--- src/rtl/bin_to_bcd_seq.sv ---
// bin_to_bcd_seq: iterative shift-add-3 (double dabble) binary to packed BCD converter
//   clk       rising-edge clock
//   rst_n     asynchronous active-low reset
//   in_valid  bin is valid; accepted when in_valid && in_ready
//   in_ready  converter idle and able to accept a word
//   bin       unsigned BIN_W-bit value to convert
//   out_valid bcd/ovf hold a completed result
//   out_ready downstream accepts the result; transfer when out_valid && out_ready
//   bcd       packed BCD result, digit 0 (ones) in bcd[3:0]
//   ovf       value did not fit in DIGITS digits (qualified by out_valid)
module bin_to_bcd_seq #(
    parameter int BIN_W  = 8,
    parameter int DIGITS = 3
) (
    input  logic                  clk,
    input  logic                  rst_n,
    input  logic                  in_valid,
    output logic                  in_ready,
    input  logic [BIN_W-1:0]      bin,
    output logic                  out_valid,
    input  logic                  out_ready,
    output logic [4*DIGITS-1:0]   bcd,
    output logic                  ovf
);
    localparam int CW = $clog2(BIN_W + 1);
    typedef enum logic [1:0] {IDLE, SHIFT, DONE} state_t;
    state_t              state;
    logic [CW-1:0]       cnt;
    logic [BIN_W-1:0]    bin_sr, bin_nx;
    logic [4*DIGITS-1:0] bcd_sr, bcd_adj, bcd_nx;
    logic                ovf_sr, carry;
    for (genvar d = 0; d < DIGITS; d++) begin : g_adj
        assign bcd_adj[4*d +: 4] = (bcd_sr[4*d +: 4] >= 4'd5) ? bcd_sr[4*d +: 4] + 4'd3 : bcd_sr[4*d +: 4];
    end
    // the bit leaving the top digit is the overflow carry; it is never fed back
    assign {carry, bcd_nx, bin_nx} = {1'b0, bcd_adj, bin_sr} << 1;
    // bcd/ovf are separate output registers so they hold their value through IDLE
    // and the next conversion, loaded only on the final shift
    always_ff @(posedge clk or negedge rst_n) begin
        if (!rst_n) begin
            state     <= IDLE;
            cnt       <= '0;
            bin_sr    <= '0;
            bcd_sr    <= '0;
            ovf_sr    <= 1'b0;
            bcd       <= '0;
            ovf       <= 1'b0;
            in_ready  <= 1'b1;
            out_valid <= 1'b0;
        end else begin
            case (state)
                IDLE: if (in_valid) begin
                    bin_sr   <= bin;
                    bcd_sr   <= '0;
                    ovf_sr   <= 1'b0;
                    cnt      <= CW'(BIN_W);
                    in_ready <= 1'b0;
                    state    <= SHIFT;
                end
                SHIFT: begin
                    bin_sr <= bin_nx;
                    bcd_sr <= bcd_nx;
                    ovf_sr <= ovf_sr | carry;
                    cnt    <= cnt - CW'(1);
                    if (cnt == CW'(1)) begin
                        bcd       <= bcd_nx;
                        ovf       <= ovf_sr | carry;
                        out_valid <= 1'b1;
                        state     <= DONE;
                    end
                end
                DONE: if (out_ready) begin
                    out_valid <= 1'b0;
                    in_ready  <= 1'b1;
                    state     <= IDLE;
                end
                default: state <= IDLE;
            endcase
        end
    end
endmodule

--- config.mk ---
export PLATFORM = sky130hd
export DESIGN_NAME = bin_to_bcd_seq
export DESIGN_NICKNAME = d
export VERILOG_FILES = /design/src/rtl/bin_to_bcd_seq.sv
export SDC_FILE = /design/constraint.sdc
export NUM_CORES = 1
export LEC_CHECK = 0
export CORE_UTILIZATION = 26
export DETAILED_ROUTE_END_ITERATION = 7
export DONT_BUFFER_PORTS = 1
export PLACE_DENSITY = 0.5
export SLEW_MARGIN = 0
export SYNTH_ARGS = -nofsm -noshare
export SYNTH_HDL_FRONTEND = slang
export SYNTH_SLANG_ARGS = --single-unit
--- constraint.sdc ---
create_clock -name clk -period 1.9 [get_ports clk]
set_clock_uncertainty 0.15 [all_clocks]
set_input_delay 0.285 -clock clk [delete_from_list [all_inputs] [get_ports clk]]
set_output_delay 0.285 -clock clk [all_outputs]
set_load 0.1 [all_outputs]
# [Word level (Yosys, flattened, before mapping)]
# Cells that the tools add are included.
[totals] out_inout_bits=15 word_cells=52 regBits=42 in_bits=12
[classes] magnitude_cmp=3 n_reduce_logical=9 addsub=4 eq_ne=6 bitwise_logic=1 muxes=20
[op_table] op="$pmux 12 s2" n=1
[op_table] op="$mux 4" n=4
[op_table] op="$pmux 8 s2" n=1
[op_table] op="$add 4x2->4 const B" n=3
[op_table] op="$ge 4x3->1 const B" n=3
[op_table] op="$mux 12" n=1
[op_table] op="$reduce_and 3->1" n=3
[op_table] op="$mux 8" n=1
[op_table] op="$pmux 4 s2" n=1
[op_table] op="$mux 2" n=3
[op_table] op="$ne 2x2->1 const B" n=3
[op_table] op="$pmux 1 s2" n=3
[op_table] op="$pmux 2 s3" n=1
[op_table] op="$reduce_bool 2->1" n=3
[op_table] op="$eq 4x1->1 const B" n=1
[op_table] op="$mux 1" n=4
[op_table] op="$reduce_and 2->1" n=2
[op_table] op="$sub 4x1->4 const B" n=1
[op_table] op="$eq 2x1->1 const B" n=1
[op_table] op="$eq 2x2->1 const B" n=1
[op_table] op="$logic_not 2->1" n=1
[op_table] op="$or 1x1->1" n=1

# [Longest topological paths before layout]
# Gate-level depths: netlist (run 1).
[depth] word_depth=4 depth_mapped=7 depth_no_buf=6

# [Worst setup path after synthesis (run 1)]
# No wires, ideal clock.
[synth_path] path_type="register -> register" startpoint="register bcd_sr[0]" endpoint="register bcd[2]" t_required_ns=1.625 slack_ns=0.280 synth_period_minus_slack_ns=1.620 arrival_ns=1.344 n_path_buf=0 path_stages_with_launch=7 setup_ns=0.125 cell_sequence="dfrtp_1 inv_1 ha_1 nand2b_1 a21oi_1 mux2i_1 mux2_4"
[synth_via] elab_chain_cells=2 elab_cells_between_ends=3 classes_between="add/sub (1); order compare (1); mux (1)"
[synth_rtl] element="start: declaration" line="30" text="logic [4*DIGITS-1:0] bcd_sr, bcd_adj, bcd_nx;"
[synth_rtl] element="start signal: assignment" line="62" text="bcd_sr <= bcd_nx;"
[synth_rtl] element="$add 4x2->4 / $ge 4x3->1 (equally long branches)" line="33" text="assign bcd_adj[4*d +: 4] = (bcd_sr[4*d +: 4] >= 4'd5) ? bcd_sr[4*d +: 4] + 4'd3 : bcd_sr[4*d +: 4];"
[synth_rtl] element="$mux 4 *" line="33"
[synth_rtl] element="end signal: assignment" line="66" text="bcd <= bcd_nx;"
[synth_rtl] element="end: declaration" line="22" text="output logic [4*DIGITS-1:0] bcd,"
# Mark *: on every way between the ends. The rest lies on a longest branch, timed or not.
# A chain may end at the register's enable or synchronous reset.

# [Worst setup path after layout (run 1)]
[layout_path] startpoint="register bcd_sr[9]" endpoint="register bcd[10]"
# The elaborated chain is that of the path after synthesis.

==> results.tsv, run 1 <==
metric	value	unit
dp_slack	0.117	ns
io_buffers	0	
placed_area	2270	um2
io_pins	27	
fin_crit	1.77	ns
grt_usage	11.6	%
required	1.99	ns
grt_max_degree	43	
relSlewSlack	65.4	%
synth_top_area_share	50.2	%
clkTransAtPathRegs	0.09	ns
ys_ff_latch	42	
ys_warn_count	0	
cts.path.max_buffers	2	
worstMarginPinSlew	0.520	ns
clock_latency	0.30	ns
fin_area	2420	um2
grt_overflow	0	
die_area	8220	um2
ys_types	27	
max_cap_violations	0	
htreeDepth	2	
numCtsBuffers	5	
worstPathMaxFanout	4	
yosys.area.top_type	dfrtp_1	
syn-num-nets	227	
antennaDiodeCount	0	
rows	31	
fill_cells	785	
drt_wl_total	4420	um
path_class	reg -> reg	
num_vias	1491	
ys_top_cells_by_area	dfrtp_1, o21ai_0, nand2_1, ha_1, a21oi_1	
cts_sinks	42	
yosysSeqAreaShare	51.5	%
die_h	90.7	um
viasPerCell	4.55	
layout.nets	248	
core	7410	um2
final_max_slew_viol_count	0	
cts_tree	done	
cts_setup_buffers	0	
antenna_found_initial	0	
cts-root-buf	clkbuf_8	
syn_to_final_growth	18.4	%
status	finished clean	
drcViolationCount	0	
worst_slack	0.126	ns
layout_common_cells	dfrtp_1, o21ai_0, nand2_1, buf_4, a21oi_1	
drive_gt1_share	17.5	%
min_path_type	in -> reg	
syn_avg_cell_area	9.87	um2
dpl.hpwl	2870	um
grt_pass1_wl	7570	um
dieWidth	90.7	um
routabilityCongestion	0.781	
netlist_area	2040	um2
fmaxAchievable	564	MHz
first_iter_violations	68	
setup_viol	0	
cp_data_arrival_time	1.87	ns
postRouteAntennaNets	0	
synthCells	207	
dr.pass1.iters	4	
finalHoldViolCount	0	
post-route-period-util	93.4	%
wire_per_inst	13.5	um
worstSetupStartpointType	flip-flop	
initial_utilization	27.6	%
layout_commonest_cell	dfrtp_1	
endpoint_kind	flip-flop	
grt_pass1_vias	1519	
[worst paths after layout]
path                                       start                     to  slack (ns)  cells after the start
min                                       bin[2]  bin_sr[2]$_DFFE_PN0P_        0.03                      2
min reg2reg                   bcd[1]$_DFFE_PN0P_     bcd[1]$_DFFE_PN0P_        0.33                      2
max in group asynchronous                  rst_n   in_ready$_DFFE_PN1P_        1.00                      2
max                        bcd_sr[9]$_DFFE_PN0P_    bcd[10]$_DFFE_PN0P_        0.13                      6
min in group asynchronous                  rst_n  out_valid$_DFFE_PN0P_        0.34                      2
max reg2reg                bcd_sr[9]$_DFFE_PN0P_    bcd[10]$_DFFE_PN0P_        0.13                      6
[flip-flops by register name (all words and copies together) (netlist names)]
name / flops
bcd: 12
bcd_sr: 12
bin_sr: 8
cnt: 4
state: 2
in_ready: 1
out_valid: 1
ovf: 1
ovf_sr: 1
[critical path: stages, from the launching register on]
cell and delay [ns]:
dfrtp_1 0.40, inv_1 0.12, ha_2 0.23, nand2b_1 0.09
a21oi_2 0.23, mux2i_2 0.31, mux2_2 0.19
[Yosys cell counts (all sizes together)]
cell,number
a21oi,19
a22o,5
a22oi,7
and2b,1
buf,6
clkbuf,3
dfrtp,41
dfstp,1
ha,8
inv,9
mux2,5
mux2i,3
nand2,31
nand2b,5
nand3b,1
nor2,5
nor2b,10
nor3,1
nor3b,7
o21ai,35
o21bai,1
xnor2,3
[logic make-up (layout without fill, tap and decap cells)]
kind of cell / Yosys count / in the layout / synth area share [%]
AND/OR/NAND/NOR: 61 / 61 / 15.4
flip-flops: 42 / 42 / 51.5
buffers and inverters: 18 / 40 / 3.98
AO/OA/AOI/OAI: 67 / 67 / 18.5
XOR/XNOR: 3 / 3 / 1.29
adder cells (fa/ha/maj): 8 / 8 / 4.90
multiplexers: 8 / 8 / 4.41
[metrics by stage]
stage | hold WS, ns | util [%] | setup TNS, ns | std cells
3_5_place_dp | -0.159 | 30.6 | 0 | 317
5_1_grt | 0.0290 | 32.6 | -0.00112 | 328
2_1_floorplan | -0.161 | - | 0 | 207
3_3_place_gp | -0.159 | 30.6 | 0 | 317
4_1_cts | 0.0273 | 32.6 | 0 | 328
6_report | 0.0250 | 32.6 | 0 | 328
[what timing repair did]
action / 4_1_cts / 5_1_grt
hold buffers: 3 / 0
endpoints found under the hold margin: 43 / 0
resized for setup: 0 / 2
setup endpoints to repair: 0 / 2
[final cells by class]
class	instances	area, um2	share of cell area [%]
well taps	99	124	5.12
multi-input cells	147	916	37.9
clock buffers	6	82.6	3.41
flip-flops and latches	42	1050	43.5
inverters	9	33.8	1.40
clock inverters	2	12.5	0.517
repair buffers	23	198	8.17
[per-layer routing]
metal | routed length (um) | vias to the layer above | part of all wire (%) | track usage (%)
met5 | 0 | - | 0 | 0
met4 | 53 | 0 | 1.2 | 3.63
met3 | 193 | 6 | 4.4 | 3.54
met2 | 1990 | 24 | 45 | 17.4
met1 | 2180 | 708 | 49 | 15.9
li1 | - | 753 | - | -
Power of run 1 is left out: the tool's default activity adds up to more than one toggle a clock period on the data nets, which glitch-free logic cannot reach.
==> inputs of run 2 (changes only) <==
--- a/config.mk
+++ b/config.mk
@@ -5,10 +5,12 @@
 export SDC_FILE = /design/constraint.sdc
 export NUM_CORES = 1
 export LEC_CHECK = 0
+export CELL_PAD_IN_SITES_DETAIL_PLACEMENT = 2
+export CELL_PAD_IN_SITES_GLOBAL_PLACEMENT = 2
 export CORE_UTILIZATION = 26
 export DETAILED_ROUTE_END_ITERATION = 7
 export DONT_BUFFER_PORTS = 1
-export PLACE_DENSITY = 0.5
+export PLACE_DENSITY = 0.66
 export SLEW_MARGIN = 0
 export SYNTH_ARGS = -nofsm -noshare
 export SYNTH_HDL_FRONTEND = slang
==> run 2 against run 1 <==
Register-to-register slack about the same. Maximum frequency fell by 0.45%. Via count grew 8.1%. Critical path depth did not move. Core utilization increased by 0.98 points. First-iteration DRC count increased by 10%. Die area unchanged. Non-clock buffer count grew 6. Flip-flop and latch count unchanged. Highest routed layer unchanged.
==> results.tsv, run 2 (synthesized netlist as in run 1, its figures left out) <==
metric	value	unit
grt_pass1_vias	1829	
final_max_slew_viol_count	0	
dr.pass1.iters	4	
initial_utilization	27.6	%
path_class	reg -> reg	
placed_area	2310	um2
drive_gt1_share	19.1	%
worstSetupStartpointType	flip-flop	
multi_input_area	922	um2
routabilityCongestion	0.737	
grt_pass1_wl	9340	um
drcViolationCount	0	
cts_sinks	42	
clkTransAtPathRegs	0.09	ns
cts-root-buf	clkbuf_8	
grt_overflow	0	
min_path_type	in -> reg	
cp_data_arrival_time	1.88	ns
hold_path_end	bin_sr[5]$_DFFE_PN0P_	
r2r_end	bcd[6]$_DFFE_PN0P_	
first_iter_violations	75	
worstMarginPinSlew	0.651	ns
reg2reg_slack	0.12	ns
fin_area	2490	um2
post-route-period-util	93.8	%
largestRegisters	bcd: 12 flops, bcd_sr: 12 flops, bin_sr: 8 flops	
die_area	8220	um2
numCtsBuffers	5	
relSlewSlack	56.5	%
fill_cells	814	
grt_max_degree	43	
postRouteAntennaNets	0	
endpoint_kind	flip-flop	
io_pins	27	
status	finished clean	
die_h	90.7	um
viasPerCell	4.83	
cts_tree	done	
antennaDiodeCount	0	
drt_wl_total	5380	um
antenna_found_initial	0	
rows	31	
max_cap_violations	0	
fin_crit	1.78	ns
worstPathMaxFanout	4	
grt_usage	14.4	%
dieWidth	90.7	um
fmaxAchievable	561	MHz
setup_viol	0	
core	7410	um2
final-seq-area	1050	um2
layout_common_cells	dfrtp_1, o21ai_0, nand2_1, buf_4, a21oi_1	
r2r_cells	6	
wire_per_inst	16.1	um
finalHoldViolCount	0	
layout_commonest_cell	dfrtp_1	
clock_latency	0.30	ns
num_vias	1612	
cts.path.max_buffers	2	
io_buffers	0	
syn_to_final_growth	21.9	%
worstHoldStart	bin[5]	
htreeDepth	2	
dpl.hpwl	3720	um
layout.nets	254	
hold_depth	2	
required	2.00	ns
r2r_start	bcd_sr[4]$_DFFE_PN0P_	
## run 2: worst max-delay path by stage
| stage | from | to | slack, ns | depth (start not counted) |
|---|---|---|---|---|
| final | bcd_sr[4]$_DFFE_PN0P_ | bcd[6]$_DFFE_PN0P_ | 0.12 | 6 |
| after CTS | bcd_sr[4]$_DFFE_PN0P_ | bcd[6]$_DFFE_PN0P_ | 0.04 | 6 |
| after floorplan | bcd_sr[0]$_DFFE_PN0P_ | bcd[2]$_DFFE_PN0P_ | 0.28 | 6 |
| after detailed placement | bcd_sr[4]$_DFFE_PN0P_ | bcd[6]$_DFFE_PN0P_ | 0.07 | 6 |
| after global placement | bcd_sr[4]$_DFFE_PN0P_ | bcd[6]$_DFFE_PN0P_ | 0.15 | 6 |
| after global routing | bcd_sr[4]$_DFFE_PN0P_ | bcd[6]$_DFFE_PN0P_ | -0.003 | 6 |
## run 2: critical path, cell delays in order, from the launching register on
cell	delay (ns)
dfrtp_1	0.43
inv_1	0.11
ha_1	0.23
nand2b_1	0.11
a21oi_2	0.21
mux2i_1	0.30
mux2_2	0.19
## run 2: timing repair
action | 4_1_cts | 5_1_grt
setup buffers | 0 | 0
setup endpoints to repair | 0 | 6
hold buffers | 3 | 0
resized for setup | 0 | 3
endpoints found under the hold margin | 43 | 0
## run 2: through the flow
stage	hold slack (ns)	cells	setup slack, ns	TNS [ns]	util, %
3_5_place_dp	-0.159	323	0.0676	0	31.2
2_1_floorplan	-0.161	207	0.280	0	-
5_1_grt	0.0282	334	-0.00250	-0.00250	33.6
3_3_place_gp	-0.159	323	0.150	0	31.2
4_1_cts	0.0200	334	0.0428	0	33.5
6_report	0.0263	334	0.118	0	33.6
## run 2: layer usage
layer	wire, um	part of all wire (%)	global-route usage [%]
met5	0	0	0
met4	58	1.1	3.63
met3	176	3.3	3.62
met2	2770	52	25.7
met1	2370	44	17.3
## run 2: layout make-up
cell class,instances,area share [%]
clock buffer,7,3.47
clock inverter,1,1.21
tap,99,4.97
multi-input combinational,147,37.0
inverter,9,1.36
timing repair buffer,29,9.74
sequential,42,42.2
Power of run 2 is left out for the same reason.
